<file path="config.mk">
export PLATFORM = sky130hd
export DESIGN_NAME = boot_sequencer
export DESIGN_NICKNAME = d
export VERILOG_FILES = /design/src/rtl/boot_pkg.sv /design/src/rtl/boot_timer.sv /design/src/rtl/boot_sequencer.sv
export SDC_FILE = /design/constraint.sdc
export NUM_CORES = 1
export LEC_CHECK = 0
export ABC_AREA = 1
export ABC_CLOCK_PERIOD_IN_PS = 1700
export BUFFER_PORTS_ARGS = -buffer_cell sky130_fd_sc_hd__buf_2
export CAP_MARGIN = 0
export CORE_MARGIN = 10
export CORE_UTILIZATION = 51
export CTS_BUF_LIST = sky130_fd_sc_hd__clkbuf_4 sky130_fd_sc_hd__clkbuf_8
export DETAILED_ROUTE_END_ITERATION = 10
export HOLD_SLACK_MARGIN = 0.1
export PLACE_DENSITY = 0.83
export SYNTH_ARGS = -nofsm -noshare
export SYNTH_HDL_FRONTEND = slang
export SYNTH_SLANG_ARGS = --single-unit
</file>
<file path="constraint.sdc">
create_clock -name clk -period 1.7 [get_ports clk]
set_input_delay 0.34 -clock clk [delete_from_list [all_inputs] [get_ports clk]]
set_output_delay 0.34 -clock clk [all_outputs]
set_load 0.03 [all_outputs]
</file>
<file path="src/rtl/boot_pkg.sv">
// Shared definitions for the boot sequencer: FSM states, copy opcode, field widths.
package boot_pkg;

  typedef enum logic [2:0] {
    IDLE, PROBE, WAIT_OK, RETRY, LOAD, DONE, FAIL
  } boot_state_t;

  localparam int OPC_W_DEF  = 5;
  localparam int BASE_W_DEF = 11;
  localparam int ADDR_W_DEF = 16;
  localparam int INSTR_W_DEF = OPC_W_DEF + BASE_W_DEF + ADDR_W_DEF;

  localparam logic [OPC_W_DEF-1:0] OPC_COPY_HD = 5'b11111;

  function automatic int ceil_div(input int a, input int b);
    return (a + b - 1) / b;
  endfunction

endpackage

</file>
<file path="src/rtl/boot_timer.sv">
// WAIT_OK attempt timer: cleared on probe, counts while enabled, flags TIMEOUT-1.
module boot_timer #(
  parameter int TIMEOUT = 16
) (
  input  logic clk,
  input  logic rst_n,
  input  logic clr,
  input  logic en,
  output logic tc
);

  localparam int TW = (TIMEOUT > 1) ? $clog2(TIMEOUT) : 1;

  logic [TW-1:0] cnt;

  always_ff @(posedge clk or negedge rst_n) begin
    if (!rst_n)   cnt <= '0;
    else if (clr) cnt <= '0;
    else if (en)  cnt <= cnt + TW'(1);
  end

  assign tc = (cnt == TW'(TIMEOUT - 1));

endmodule

</file>
<file path="src/rtl/boot_sequencer.sv">
// Boot sequencer: probes modules with retries, then streams OS copy instructions.
// Optional BOOT_SEQ_MASK_EN adds modulo_mascara to exclude modules from the health check.
module boot_sequencer
  import boot_pkg::*;
#(
  parameter int N_MOD  = 7,
  parameter int ADDR_W = 16,
  parameter int BASE_W = 11,
  parameter int OPC_W  = 5,
  parameter logic [BASE_W-1:0] SO_BASE = BASE_W'(1),
  parameter logic [ADDR_W-1:0] SO_ADDR = ADDR_W'(16'h0020),
  parameter logic [ADDR_W-1:0] SO_SIZE = ADDR_W'(16'h002A),
  parameter int CHUNK     = 16,
  parameter int TIMEOUT   = 16,
  parameter int MAX_RETRY = 2
) (
  input  logic                            clk,
  input  logic                            rst_n,
  input  logic                            start,
  input  logic [N_MOD-1:0]                sinal_ok,
`ifdef BOOT_SEQ_MASK_EN
  input  logic [N_MOD-1:0]                modulo_mascara,
`endif
  output logic [N_MOD-1:0]                sinal_teste,
  input  logic                            instr_ready,
  output logic                            instr_valid,
  output logic [OPC_W+BASE_W+ADDR_W-1:0]  instrucao_inicio,
  output logic                            sinal_mux,
  output logic [ADDR_W-1:0]               trava_pc,
  output logic                            busy,
  output logic                            boot_done,
  output logic                            boot_fail,
  output logic [N_MOD-1:0]                fail_mask
);

  localparam int NCH = ceil_div(int'(SO_SIZE), CHUNK);
  localparam int KW  = $clog2(NCH + 2);
  localparam int RW  = $clog2(MAX_RETRY + 2);
  localparam logic [OPC_W-1:0] OPC = OPC_W'(OPC_COPY_HD);

  boot_state_t       state, next;
  logic [RW-1:0]     retry_cnt;
  logic [KW-1:0]     k;
  logic [ADDR_W-1:0] addr;
  logic [N_MOD-1:0]  mask;
  logic              tc, all_ok, ok_exit, fail_exit, hs;

`ifdef BOOT_SEQ_MASK_EN
  always_ff @(posedge clk or negedge rst_n) begin
    if (!rst_n)              mask <= '0;
    else if (state == PROBE) mask <= modulo_mascara;
  end
`else
  assign mask = '0;
`endif

  boot_timer #(.TIMEOUT(TIMEOUT)) u_timer (
    .clk  (clk),
    .rst_n(rst_n),
    .clr  (state == PROBE),
    .en   (state == WAIT_OK),
    .tc   (tc)
  );

  assign all_ok    = &(sinal_ok | mask);
  assign ok_exit   = (state == WAIT_OK) && all_ok;
  assign fail_exit = (state == WAIT_OK) && !all_ok && tc && (retry_cnt == RW'(MAX_RETRY));
  assign hs        = (state == LOAD) && instr_ready;

  always_ff @(posedge clk or negedge rst_n) begin
    if (!rst_n) state <= IDLE;
    else        state <= next;
  end

  // A clean response on the last timer cycle still wins over retry/fail.
  always_comb begin
    next = state;
    case (state)
      IDLE:    if (start) next = PROBE;
      PROBE:   next = WAIT_OK;
      WAIT_OK: begin
        if (all_ok)  next = (NCH == 0) ? DONE : LOAD;
        else if (tc) next = (retry_cnt < RW'(MAX_RETRY)) ? RETRY : FAIL;
      end
      RETRY:   next = PROBE;
      LOAD:    if (instr_ready && k == KW'(NCH - 1)) next = DONE;
      DONE:    next = DONE;
      FAIL:    next = FAIL;
      default: next = IDLE;
    endcase
  end

  always_ff @(posedge clk or negedge rst_n) begin
    if (!rst_n) begin
      retry_cnt <= '0;
      k         <= '0;
      addr      <= '0;
      trava_pc  <= '0;
      fail_mask <= '0;
    end else begin
      if (state == IDLE && start) retry_cnt <= '0;
      if (state == RETRY)         retry_cnt <= retry_cnt + RW'(1);
      if (ok_exit) begin
        trava_pc <= SO_SIZE;
        k        <= '0;
        addr     <= SO_ADDR;
      end
      if (hs) begin
        k    <= k + KW'(1);
        addr <= addr + ADDR_W'(CHUNK);
      end
      if (fail_exit) fail_mask <= ~(sinal_ok | mask);
    end
  end

  // Outputs decode the registered state, so reset clears them immediately.
  assign sinal_teste      = (state == PROBE || state == WAIT_OK) ? '1 : '0;
  assign instr_valid      = (state == LOAD);
  assign sinal_mux        = (state == LOAD);
  assign instrucao_inicio = (state == LOAD) ? {OPC, SO_BASE, addr} : '0;
  assign busy             = !(state == IDLE || state == DONE || state == FAIL);
  assign boot_done        = (state == DONE);
  assign boot_fail        = (state == FAIL);

endmodule

</file>
==> impl_metrics.json, run 1 <==
{
  "status": "finished, violations left",
  "failed_checks": "setup timing",
  "grt_max_degree": 23,
  "fin_skew_ns": 0.0100,
  "antenna_cells": 0,
  "clk_pin_slew_worst_paths_ns": 0.07,
  "max_freq_mhz": 570,
  "drt-vias-per-instance": 5.05,
  "final_nets": 340,
  "num_rows": 23,
  "endpoint_kind": "output port",
  "postSynthAreaPerCell_sq_um": 7.79,
  "drt_iter0_drc": 184,
  "critPathKind": "flip-flop to output port",
  "place_hpwl_um": 3630,
  "dp_slack_ns": 0.166,
  "rsz0062_at_grt": "true",
  "cts_buffer_depth": 2,
  "htree_levels": 2,
  "min_path_type": "input port to flip-flop",
  "path_max_fanout": 7,
  "maxCapViolations": 0,
  "final_util_pct": 65.6,
  "setup_ws_ns": -0.0545,
  "route.detailed.drc": 0,
  "drive_above_1_share_pct": 32.6,
  "fill_cells": 308,
  "max-slew-margin-rel_pct": 65.5,
  "path_cells": "nor2_4, nand2_2, buf_6, nor2_1, buf_4",
  "overflow": 0,
  "power_density_nw_per_um2": 613,
  "cp_data_required_time_ns": 1.36,
  "grt_pass1_vias": 1835,
  "clk-insertion-delay-late_ns": 0.29,
  "cts_tree": "yes",
  "finalWeightedCongestion": 0.874,
  "area_growth_syn_to_layout_pct": 24.3,
  "post-route-min-period_ns": 1.75,
  "critPathSlowestCell": "dfrtp_1",
  "die_x_um": 84.6,
  "final-hold-violation-count": 0,
  "ant_nets": 0,
  "layout.cells.non_filler": 375,
  "synthCells": 273,
  "grt_pass1_wl_um": 8430,
  "p_total_mw": 1.62,
  "r2r_cells": 7,
  "setup_viol": 13,
  "dieHeight_um": 84.6,
  "tightestPinTransition_ns": 0.518,
  "grt_usage_pct": 14.1,
  "p_leak_nw": 1.43,
  "cts_buffers": 5,
  "worstPathArrival_ns": 1.41,
  "antenna_found_initial": 0,
  "syn-cell-area_sq_um": 2130,
  "io_buffers": 50,
  "root_buffer": "clkbuf_8",
  "drv_slew": 0,
  "peakVddDrop_mv": 0.477,
  "io_pins": 78,
  "synth_cell_types": 25,
  "start_kind": "flip-flop",
  "wl_per_cell_um": 14.1,
  "hold_depth": 2,
  "routed_wirelength_um": 5280,
  "synth-seq-cells": 32,
  "multi_input_area_sq_um": 1050,
  "dr.pass1.iters": 4,
  "dr_total_vias": 1894,
  "cp_slowest_stage_delay_ns": 0.44,
  "regArea_sq_um": 803,
  "ys_seq_area_share_pct": 37.7,
  "dp.cells": 358,
  "coreArea_sq_um": 4030,
  "dieArea_sq_um": 7150,
  "yosys_warnings": 0,
  "period_share_pct": 103,
  "postLayoutCellArea_sq_um": 2640,
  "cts.sink_count": 32,
  "initial_core_util_pct": 52.8,
  "placed_area_sq_um": 2250
}
-- routing by layer --
layer | vias up | GRT usage, % | wire length (um)
met1 | 890 | 15.1 | 2060
met3 | 12 | 5.70 | 531
met2 | 88 | 24.0 | 2590
met4 | 0 | 5.99 | 102
li1 | 904 | - | -
met5 | - | 0 | 0
-- through the flow --
| stage | setup TNS [ns] | hold WS (ns) |
|---|---|---|
| 6_report | -0.432 | 0.230 |
| 5_1_grt | -1.95 | 0.238 |
| 2_1_floorplan | -0.00199 | 0.0444 |
| 3_5_place_dp | 0 | 0.347 |
| 3_3_place_gp | 0 | 0.344 |
| 4_1_cts | -0.0697 | 0.226 |
-- timing repair --
action | CTS | global route
gates cloned | 0 | 1
pin swaps | 1 | 0
buffers inserted | 4 | 3
endpoints found under the setup margin | 28 | 29
resized for setup | 25 | 55
endpoints found under the hold margin | 21 | 0
hold buffers | 1 | 0
-- where the power goes --
| group | internal (mW) | switching [mW] | total, mW |
|---|---|---|---|
| clock network | 0.450 | 0.283 | 0.734 |
| registers | 0.762 | 0.000133 | 0.762 |
| logic | 0.0163 | 0.109 | 0.126 |
-- cells by family after synthesis --
group	Yosys count	share of synthesized area, %
simple gates	130	28.7
fa+ha+maj	5	2.94
compound gates	27	8.00
other cells	1	0.176
flops	32	37.7
buf+inv	75	21.2
xor+xnor	3	1.24
-- sequential cells by signal, summed over array words and instances (netlist names) --
name,flops
addr,12
fail_mask,7
u_timer.cnt,4
k,3
state,3
retry_cnt,2
trava_pc,1
-- critical path: cells and delay by family, from the launching register on --
family	cells	cell delay, ns
flip-flops	1	0.44
AND/OR/NAND/NOR	3	0.35
buffers and inverters	2	0.33
-- synth_stat cells --
library cell / n / area share, %
xor2_1: 1 / 0.41
buf_6: 1 / 0.53
nand2_2: 3 / 0.88
inv_1: 28 / 4.9
o21ai_0: 13 / 3.1
ha_1: 5 / 2.9
a21oi_2: 1 / 0.41
xnor2_1: 2 / 0.82
buf_4: 43 / 15
inv_2: 2 / 0.35
nand3_1: 28 / 6.6
dfrtp_1: 32 / 38
nand4_1: 5 / 1.5
o22ai_1: 4 / 1.2
nand2_4: 1 / 0.53
o21ai_2: 7 / 2.9
a21oi_1: 2 / 0.47
or2_1: 1 / 0.29
nand3_4: 3 / 2.5
nor3_1: 1 / 0.24
nor2_1: 34 / 6.0
nor2_4: 2 / 1.1
nand2_1: 52 / 9.2
conb_1: 1 / 0.18
buf_2: 1 / 0.24
-- cell type report --
cell class / count / share of cell area, %
clock buffer: 6 / 2.89
clock inverter: 2 / 1.33
inverter: 30 / 4.50
multi-input combinational: 192 / 39.8
sequential: 32 / 30.4
tap: 50 / 2.37
timing repair buffer: 63 / 18.8
-- path summary, 6_finish.rpt --
kind / startpoint / endpoint / slack, ns
setup reg to reg: state[0] / addr[13] / 0.15
hold reg to reg: fail_mask[4] / fail_mask[4] / 0.48
setup / recovery: state[0] / instrucao_inicio[8] / -0.05
hold / removal: sinal_ok[5] / fail_mask[5] / 0.23
max in group asynchronous: rst_n / state[2] / 0.69
min in group asynchronous: rst_n / fail_mask[2] / 0.56
-- cell usage in the layout (no fill, tap or decap), types with 2 or more instances in the layout --
cell type  synthesis  layout
nand2_1           52      50
dfrtp_1           32      30
nand3_1           28      27
conb_1             1      27
nor2_1            34      26
inv_1             28      25
buf_4             43      24
buf_2              1      21
buf_6              1      16
o21ai_0           13      13
o21ai_2            7       7
nor2_4             2       6
nand4_1            5       5
ha_1               5       5
clkbuf_8           0       5
nor2_2             0       4
o22ai_1            4       4
inv_2              2       3
nand2_2            3       3
nand3_4            3       3
nand2_4            1       2
xnor2_1            2       2
a21oi_1            2       2
dfrtp_2            0       2
Note: power is estimated with default switching activity, not from simulation.
==> inputs of run 2 (changes only) <==
- BUFFER_PORTS_ARGS: -buffer_cell sky130_fd_sc_hd__buf_2 -> not set
- CORE_ASPECT_RATIO: not set -> 0.75
- CORE_UTILIZATION: 51 -> 56
- CTS_BUF_LIST: sky130_fd_sc_hd__clkbuf_4 sky130_fd_sc_hd__clkbuf_8 -> sky130_fd_sc_hd__clkbuf_16
- DONT_BUFFER_PORTS: not set -> 1
- PLACE_DENSITY: 0.83 -> 0.72
==> impl_metrics.json, run 2 (synthesis results as in run 1) <==
{
  "regMostFlops": "addr",
  "final_util_pct": 69.7,
  "p_switching_uw": 395,
  "final_cell_mix": "nand2_1, dfrtp_1, nand3_1, conb_1, inv_1",
  "dr_total_vias": 1732,
  "status": "finished, violations left",
  "antenna_found_initial": 0,
  "dr.pass1.iters": 4,
  "final_nets": 313,
  "max-slew-margin-rel_pct": 45.7,
  "cp_data_required_time_ns": 1.36,
  "p_total_mw": 1.69,
  "fin_skew_ns": 0.00381,
  "peakVddDrop_mv": 0.567,
  "largest_registers": "addr: 12 flops, fail_mask: 7 flops, u_timer.cnt: 4 flops",
  "cts_buffer_depth": 2,
  "dieArea_sq_um": 6690,
  "die_x_um": 91.1,
  "grt_usage_pct": 14.2,
  "start_kind": "flip-flop",
  "ant_nets": 0,
  "drt-vias-per-instance": 4.95,
  "pwr-share-comb_pct": 6.4,
  "critPathKind": "flip-flop to output port",
  "max_freq_mhz": 588,
  "dp_slack_ns": 0.114,
  "overflow": 0,
  "drv_slew": 0,
  "power_density_nw_per_um2": 663,
  "r2r_cells": 7,
  "failed_checks": "setup timing",
  "clk-insertion-delay-late_ns": 0.27,
  "io_buffers": 0,
  "postLayoutCellArea_sq_um": 2550,
  "root_buffer": "clkbuf_16",
  "htree_levels": 2,
  "grt_pass1_wl_um": 7900,
  "layout.cells.non_filler": 350,
  "endpoint_kind": "output port",
  "period_share_pct": 100,
  "rsz0062_at_grt": "true",
  "grt_pass1_vias": 1633,
  "worstPathArrival_ns": 1.36,
  "p_leak_nw": 1.30,
  "hold_depth": 1,
  "swShare_pct": 23.3,
  "internal_power_mw": 1.30,
  "pwr-share-clk_pct": 48.4,
  "drive_above_1_share_pct": 26.8,
  "post-route-min-period_ns": 1.70,
  "wl_per_cell_um": 14.0,
  "whs_ns": 0.144,
  "p_seq_share_pct": 45.2,
  "dieHeight_um": 73.4,
  "cts.sink_count": 32,
  "initial_core_util_pct": 58.1,
  "num_rows": 19,
  "dp.cells": 329,
  "tightestPinTransition_ns": 0.814,
  "placed_area_sq_um": 2160,
  "clk_pin_slew_worst_paths_ns": 0.05,
  "final-hold-violation-count": 0,
  "min_path_type": "input port to flip-flop",
  "setup-tns-final_ns": -0.000846,
  "setup_ws_ns": -0.000846,
  "place_hpwl_um": 3440,
  "coreArea_sq_um": 3660,
  "routed_wirelength_um": 4900,
  "path_max_fanout": 5,
  "maxCapViolations": 0,
  "grt_max_degree": 33,
  "antenna_cells": 0,
  "area_growth_syn_to_layout_pct": 20.0,
  "finalWeightedCongestion": 0.907,
  "setup_viol": 1,
  "largest_reg_flops": 12,
  "layout_commonest_cell": "nand2_1",
  "drt_iter0_drc": 138,
  "cts_buffers": 5,
  "cts_tree": "yes",
  "route.detailed.drc": 0,
  "io_pins": 78
}
## run 2: changes by cell type in the layout (fill, tap and decap cells not counted), moves of 2 or more
cell	before	now
nand2_4	2	5
clkbuf_16	0	5
buf_12	1	3
nand2_2	3	1
buf_2	21	0
buf_6	16	11
clkbuf_8	5	0
nor2_1	26	24
buf_4	24	21
## run 2: final timing paths
check | startpoint | endpoint | slack (ns)
max | state[1] | instrucao_inicio[7] | -0.0008
min | sinal_ok[0] | fail_mask[0] | 0.14
max reg2reg | state[1] | addr[13] | 0.15
min reg2reg | retry_cnt[0] | retry_cnt[0] | 0.49
max in group asynchronous | rst_n | state[0] | 0.97
min in group asynchronous | rst_n | k[1] | 0.54
## run 2: routing by layer
| metal | global-route usage [%] | up-vias | share of wire [%] |
|---|---|---|---|
| li1 | - | 852 | - |
| met1 | 18.2 | 795 | 45 |
| met2 | 21.9 | 77 | 45 |
| met3 | 6.00 | 8 | 8.7 |
| met4 | 3.47 | 0 | 1.3 |
| met5 | 0 | - | 0 |
## run 2: critical path, cell delays in order (launching register included)
cell and delay [ns]:
dfrtp_2 0.45, nor2_4 0.14, nand2_4 0.09, buf_6 0.15, nor2_2 0.11, buf_6 0.15
## run 2: power groups by stage
stage | logic [mW] | registers, mW | clock network [mW]
floorplan | 0.131 | 0.776 | 0
global placement | 0.0830 | 0.777 | 0
detailed placement | 0.0831 | 0.777 | 0
CTS | 0.106 | 0.764 | 0.836
global route | 0.117 | 0.763 | 0.875
finish | 0.108 | 0.764 | 0.819
## run 2: repair_timing
action	in CTS	in global routing
buffers inserted	5	6
setup endpoints to repair	26	24
pin swaps	2	4
hold buffers	2	0
gates cloned	0	0
resized for setup	13	29
endpoints found under the hold margin	32	0
## run 2: final cells by class
cell class                      instances  area (sq um)
Multi-Input combinational cell        192          1070
Sequential cell                        32           805
Fill cell                             299          1110
Clock buffer                            5           125
Inverter                               30           124
Tap cell                               52          65.1
Clock inverter                          3          11.3
Timing Repair Buffer                   36           352
